<file path="config.mk">
export PLATFORM = sky130hd
export DESIGN_NAME = comp_seq_ctrl
export DESIGN_NICKNAME = d
export VERILOG_FILES = /design/src/rtl/comp_seq_ctrl.sv
export SDC_FILE = /design/constraint.sdc
export NUM_CORES = 1
export LEC_CHECK = 0
export BUFFER_PORTS_ARGS = -buffer_cell sky130_fd_sc_hd__buf_4
export CAP_MARGIN = 10
export CORE_AREA = 3 3 72 74
export DETAILED_ROUTE_END_ITERATION = 16
export DIE_AREA = 0 0 75 77
export GPL_TIMING_DRIVEN = 0
export PLACE_DENSITY = 0.54
export SLEW_MARGIN = 40
export SYNTH_ARGS = -nofsm -noshare
export SYNTH_HDL_FRONTEND = slang
export SYNTH_SLANG_ARGS = --single-unit
</file>
<file path="constraint.sdc">
create_clock -name clk -period 2.45 [get_ports clk]
set_input_delay 0.1225 -clock clk [delete_from_list [all_inputs] [get_ports clk]]
set_output_delay 0.1225 -clock clk [all_outputs]
set_load 0.01 [all_outputs]
</file>
<file path="src/rtl/comp_seq_ctrl.sv">
// -----------------------------------------------------------------------------
// comp_seq_ctrl
//
// Purpose:
//   Serial magnitude comparator. Two WIDTH-bit operands A and B are loaded
//   one nibble at a time. They fill in this order: A low to high, then B low
//   to high. A start strobe then compares them bit-serially, MSB first, with
//   the 1-bit cascade rule. The l/g/e result registers change only when a
//   compare finishes, and a one-cycle done pulse marks each new result.
//
// Parameters:
//   WIDTH  operand width in bits. Only 8 and 16 are legal.
//
// Configuration macro:
//   COMP_SEQ_EARLY_EXIT_EN  when defined, a compare ends at the first bit
//                           where A and B differ. When undefined, all WIDTH
//                           bits are always evaluated, so latency is fixed.
//
// Ports:
//   clk    in   rising-edge clock for all state
//   rst    in   synchronous, active-high reset; has priority over load/start
//   inp    in   [3:0] nibble written into the next operand slot
//   load   in   strobe: write inp into the selected slot (IDLE only)
//   start  in   strobe: begin a compare (IDLE and ready only)
//   ready  out  all 2*WIDTH/4 nibble slots have been loaded
//   busy   out  a compare is in progress
//   done   out  one-cycle pulse: l/g/e carry a new result
//   l,g,e  out  A<B, A>B, A==B (one-hot, registered)
// -----------------------------------------------------------------------------
module comp_seq_ctrl #(
    parameter int WIDTH = 8
) (
    input  logic       clk,
    input  logic       rst,
    input  logic [3:0] inp,
    input  logic       load,
    input  logic       start,
    output logic       ready,
    output logic       busy,
    output logic       done,
    output logic       l,
    output logic       g,
    output logic       e
);

    localparam int SLOTS = 2 * WIDTH / 4;
    localparam int CW    = $clog2(SLOTS);
    localparam int IW    = $clog2(WIDTH);

    localparam logic [CW-1:0] LAST_SLOT = CW'(SLOTS - 1);
    localparam logic [IW-1:0] MSB_IDX   = IW'(WIDTH - 1);

    localparam logic [1:0] ST_IDLE = 2'd0;
    localparam logic [1:0] ST_CMP  = 2'd1;
    localparam logic [1:0] ST_DONE = 2'd2;

    logic [1:0]         state;
    logic [CW-1:0]      slot;
    logic [IW-1:0]      idx;
    logic               ready_q;

    // {B, A}: the slot order A low..high then B low..high means slot s is
    // simply nibble s of this concatenation.
    logic [2*WIDTH-1:0] opnd;
    logic [WIDTH-1:0]   a_op;
    logic [WIDTH-1:0]   b_op;

    // Cascade chain state used during a compare. It is kept separate from
    // the output registers so that intermediate values never reach l/g/e.
    logic               chain_l, chain_g, chain_e;
    logic               next_l, next_g, next_e;
    logic               a_bit, b_bit;
    logic               last_eval;

    logic               res_l, res_g, res_e;

    assign a_op  = opnd[WIDTH-1:0];
    assign b_op  = opnd[2*WIDTH-1:WIDTH];
    assign a_bit = a_op[idx];
    assign b_bit = b_op[idx];

    // One cascade step. Once the chain has left the equal state, l/g are
    // frozen, so the remaining bits cannot change the result.
    always_comb begin
        // NOTE: every output of a combinational block gets a default before
        // any branch; a path that leaves one unassigned would infer a latch.
        next_l = chain_l;
        next_g = chain_g;
        next_e = chain_e;
        if (chain_e) begin
            if (a_bit && !b_bit) begin
                next_g = 1'b1;
                next_e = 1'b0;
            end else if (!a_bit && b_bit) begin
                next_l = 1'b1;
                next_e = 1'b0;
            end
        end
    end

`ifdef COMP_SEQ_EARLY_EXIT_EN
    // Stop at the first differing bit. Equal operands still take WIDTH steps.
    assign last_eval = (idx == '0) || !next_e;
`else
    assign last_eval = (idx == '0);
`endif

    // NOTE: all state below uses non-blocking assignments, so every register
    // samples the pre-edge values of the others, whatever the statement order.
    always_ff @(posedge clk) begin
        if (rst) begin
            state   <= ST_IDLE;
            slot    <= '0;
            idx     <= '0;
            ready_q <= 1'b0;
            opnd    <= '0;
            chain_l <= 1'b0;
            chain_g <= 1'b0;
            chain_e <= 1'b1;
            res_l   <= 1'b0;
            res_g   <= 1'b0;
            res_e   <= 1'b1;
        end else begin
            case (state)
                ST_IDLE: begin
                    // start beats a simultaneous load; start without ready
                    // falls through, so that cycle's load is still accepted.
                    if (start && ready_q) begin
                        state   <= ST_CMP;
                        idx     <= MSB_IDX;
                        chain_l <= 1'b0;
                        chain_g <= 1'b0;
                        chain_e <= 1'b1;
                    end else if (load) begin
                        if (ready_q) begin
                            // Reload after a full set: restart at slot 0 and
                            // leave the other slots untouched.
                            opnd[0 +: 4] <= inp;
                            slot         <= CW'(1);
                            ready_q      <= 1'b0;
                        end else begin
                            opnd[{slot, 2'b00} +: 4] <= inp;
                            if (slot == LAST_SLOT) begin
                                slot    <= '0;
                                ready_q <= 1'b1;
                            end else begin
                                slot <= slot + 1'b1;
                            end
                        end
                    end
                end

                ST_CMP: begin
                    chain_l <= next_l;
                    chain_g <= next_g;
                    chain_e <= next_e;
                    if (last_eval) begin
                        state <= ST_DONE;
                        res_l <= next_l;
                        res_g <= next_g;
                        res_e <= next_e;
                    end else begin
                        idx <= idx - 1'b1;
                    end
                end

                ST_DONE: begin
                    state <= ST_IDLE;
                end

                default: begin
                    state <= ST_IDLE;
                end
            endcase
        end
    end

    assign ready = ready_q;
    assign busy  = (state == ST_CMP);
    assign done  = (state == ST_DONE);
    assign l     = res_l;
    assign g     = res_g;
    assign e     = res_e;

endmodule

</file>
==> impl_metrics.py <==
metrics = {
    "outcome": {
        "status": "finished, final reports clean",
    },
    "floorplan": {
        "core_um2": 4660,
        "die_y_um": 77,
        "start_util_pct": 33.9,
        "die_width_um": 75,
        "rows": 25,
        "fp.dieArea_um2": 5780,
        "ioPinCount": 14,
    },
    "synth": {
        "syn-cell-area_um2": 1580,
        "synth_cells": 162,
        "ys_seq_area_share_pct": 38.0,
        "synth_edf_count": 0,
        "ys.flop_type": "dfxtp_1",
        "yosys_warnings": 0,
        "syn_nets": 180,
        "synth-seq-cells": 30,
        "yosysUniqueCellTypes": 40,
        "synth-async-reset-ratio_pct": 0,
        "postSynthAreaPerCell_um2": 9.75,
    },
    "timing": {
        "worst_pin_slew_ns": 0.650,
        "fin_crit_ns": 2.20,
        "skew_ns": 0.00500,
        "drv_slew": 0,
        "rsz0062_at_grt": "no",
        "timing.fmax_mhz": 455,
        "setup-tns-final_ns": 0,
        "setup_viol_count_final": 0,
        "finalCritPeriodShare_pct": 89.7,
        "relSlewSlack_pct": 56.1,
        "final-hold-violation-count": 0,
    },
    "global_routing": {
        "grt_pass1_vias": 1295,
        "globalRouteOverflowTotal": 0,
        "grt_max_degree": 11,
        "antenna_found_initial": 0,
        "grt_usage_pct": 13.8,
        "grt_pass1_wl_um": 6020,
    },
    "setup_path": {
        "rr_startpoint": "idx[0]",
        "crit_arrival_ns": 2.39,
        "worst-setup-path-type": "reg -> reg",
        "critical_path_required_ns": 2.64,
        "critPathLaunchType": "flip-flop",
        "rr_worst_depth": 8,
        "cp_max_fo": 6,
        "crit_path_start": "idx[0]",
        "cp-end-kind": "flip-flop",
    },
    "place": {
        "place_congestion": 0.762,
        "hpwl_um": 2740,
        "io_buffers": 13,
        "post_dp_cell_area_um2": 1750,
    },
    "run": {
        "maxCapViolCount": 0,
    },
    "drt": {
        "drtIter0Drc": 81,
        "firstDrtPassIters": 4,
        "num_vias": 1280,
        "wl_per_cell_um": 15.1,
        "wl_um": 3590,
        "ant_nets": 0,
        "routed_via_density": 5.40,
        "drc": 0,
    },
    "clock_network": {
        "clk_latency_ns": 0.28,
        "cts_sinks": 30,
        "htree_levels": 2,
        "cts_root_buffer": "clkbuf_8",
        "cts_buffer_depth": 2,
        "hold_buffers": 0,
        "cts_buffers": 5,
        "post_cts_resized": 0,
        "clk_pin_slew_ns": 0.06,
        "cts_setup_buffers": 0,
        "cts_tree": "done",
    },
    "hold_path": {
        "holdPathStages": 3,
        "hp-start": "inp[3]",
        "worstHoldPathType": "in -> reg",
    },
    "finish": {
        "drive_gt1_share_pct": 20.2,
        "mostFrequentLayoutCell": "dfxtp_1",
        "design_area_um2": 1860,
        "syn_to_final_growth_pct": 17.4,
        "final_cell_mix": "30 x dfxtp_1, 14 x a21oi_1, 13 x buf_4",
        "fin_nets": 200,
        "num_antenna_cells": 0,
    },
    "pwr": {
        "total_leakage_power_nw": 0.728,
        "powerDensity_nw_per_um2": 577,
        "peakVddDrop_v": 0.000235,
    },
}
[worst max-delay path, stage by stage, from the launching register on]
cell	delay, ns
dfxtp_1	0.30
buf_2	0.20
mux4_2	0.53
mux2i_1	0.27
inv_1	0.08
ha_1	0.21
and3b_1	0.24
nor2_1	0.05
a211oi_1	0.21
[synthesized netlist by cell type, types with 4 or more instances]
cell	n	area share [%]
dfxtp_1	30	38
ha_1	10	7.9
nand4_1	8	3.2
a211oi_1	4	1.9
nor2_1	7	1.7
inv_1	9	2.1
mux2i_1	6	3.8
o2bb2ai_1	4	2.2
clkbuf_1	4	0.95
o21ai_1	8	2.5
mux4_2	4	5.7
nand2_1	6	1.4
a21oi_1	14	4.4
nor2b_1	5	2.0
nand2b_1	10	4.0
[where the power goes]
group | leakage, nW | internal [mW] | switching, mW
Combinational | 0.428 | 0.0445 | 0.0572
Clock | 0.0575 | 0.283 | 0.182
Sequential | 0.242 | 0.496 | 0.00834
[sequential cells by signal, summed over array words and instances, names as in the netlist]
signal and cells:
opnd 16, idx 3, slot 2, state 2, chain_e 1, chain_g 1, chain_l 1, e 1
g 1, l 1, ready 1
[stage by stage]
step / setup WS (ns) / hold slack [ns] / total power, mW / utilization, % / instances
2_1_floorplan: 0.562 / 0.261 / 0.580 / - / 162
4_1_cts: 0.213 / 0.123 / 1.08 / 39.8 / 237
3_5_place_dp: 0.228 / 0.424 / 0.615 / 37.4 / 229
6_report: 0.251 / 0.126 / 1.07 / 39.8 / 237
5_1_grt: 0.100 / 0.121 / 1.12 / 39.8 / 237
3_3_place_gp: 0.292 / 0.413 / 0.611 / 37.4 / 229
[cell type report]
cell class / count / area, um^2
repair buffers: 13 / 97.6
plain buffers: 8 / 41.3
flip-flops and latches: 30 / 601
well taps: 54 / 67.6
multi-input cells: 115 / 905
clock buffers: 8 / 110
inverters: 9 / 33.8
fillers: 471 / 2810
[layer usage]
| metal | global-route usage (%) | vias up | part of all wire (%) |
|---|---|---|---|
| li1 | - | 630 | - |
| met1 | 16.5 | 608 | 43 |
| met2 | 21.7 | 38 | 50 |
| met3 | 5.90 | 4 | 5.3 |
| met4 | 4.98 | 0 | 1.3 |
| met5 | 0 | - | 0 |
[cell families (layout without fill, tap and decap cells)]
| family | after synthesis | after routing | synth area share (%) |
|---|---|---|---|
| AO/OA/AOI/OAI | 41 | 41 | 16.5 |
| multiplexers | 10 | 10 | 9.50 |
| flip-flops | 30 | 30 | 38.0 |
| adder cells (fa/ha/maj) | 10 | 10 | 7.92 |
| AND/OR/NAND/NOR | 54 | 54 | 23.3 |
| buffers and inverters | 17 | 38 | 4.75 |
[worst paths after layout]
check / to / slack (ns)
hold reg to reg: opnd[3] / 0.48
setup / recovery: l / 0.25
setup reg to reg: l / 0.25
hold / removal: opnd[7] / 0.13
No activity file was read; power rests on OpenSTA's default activity.
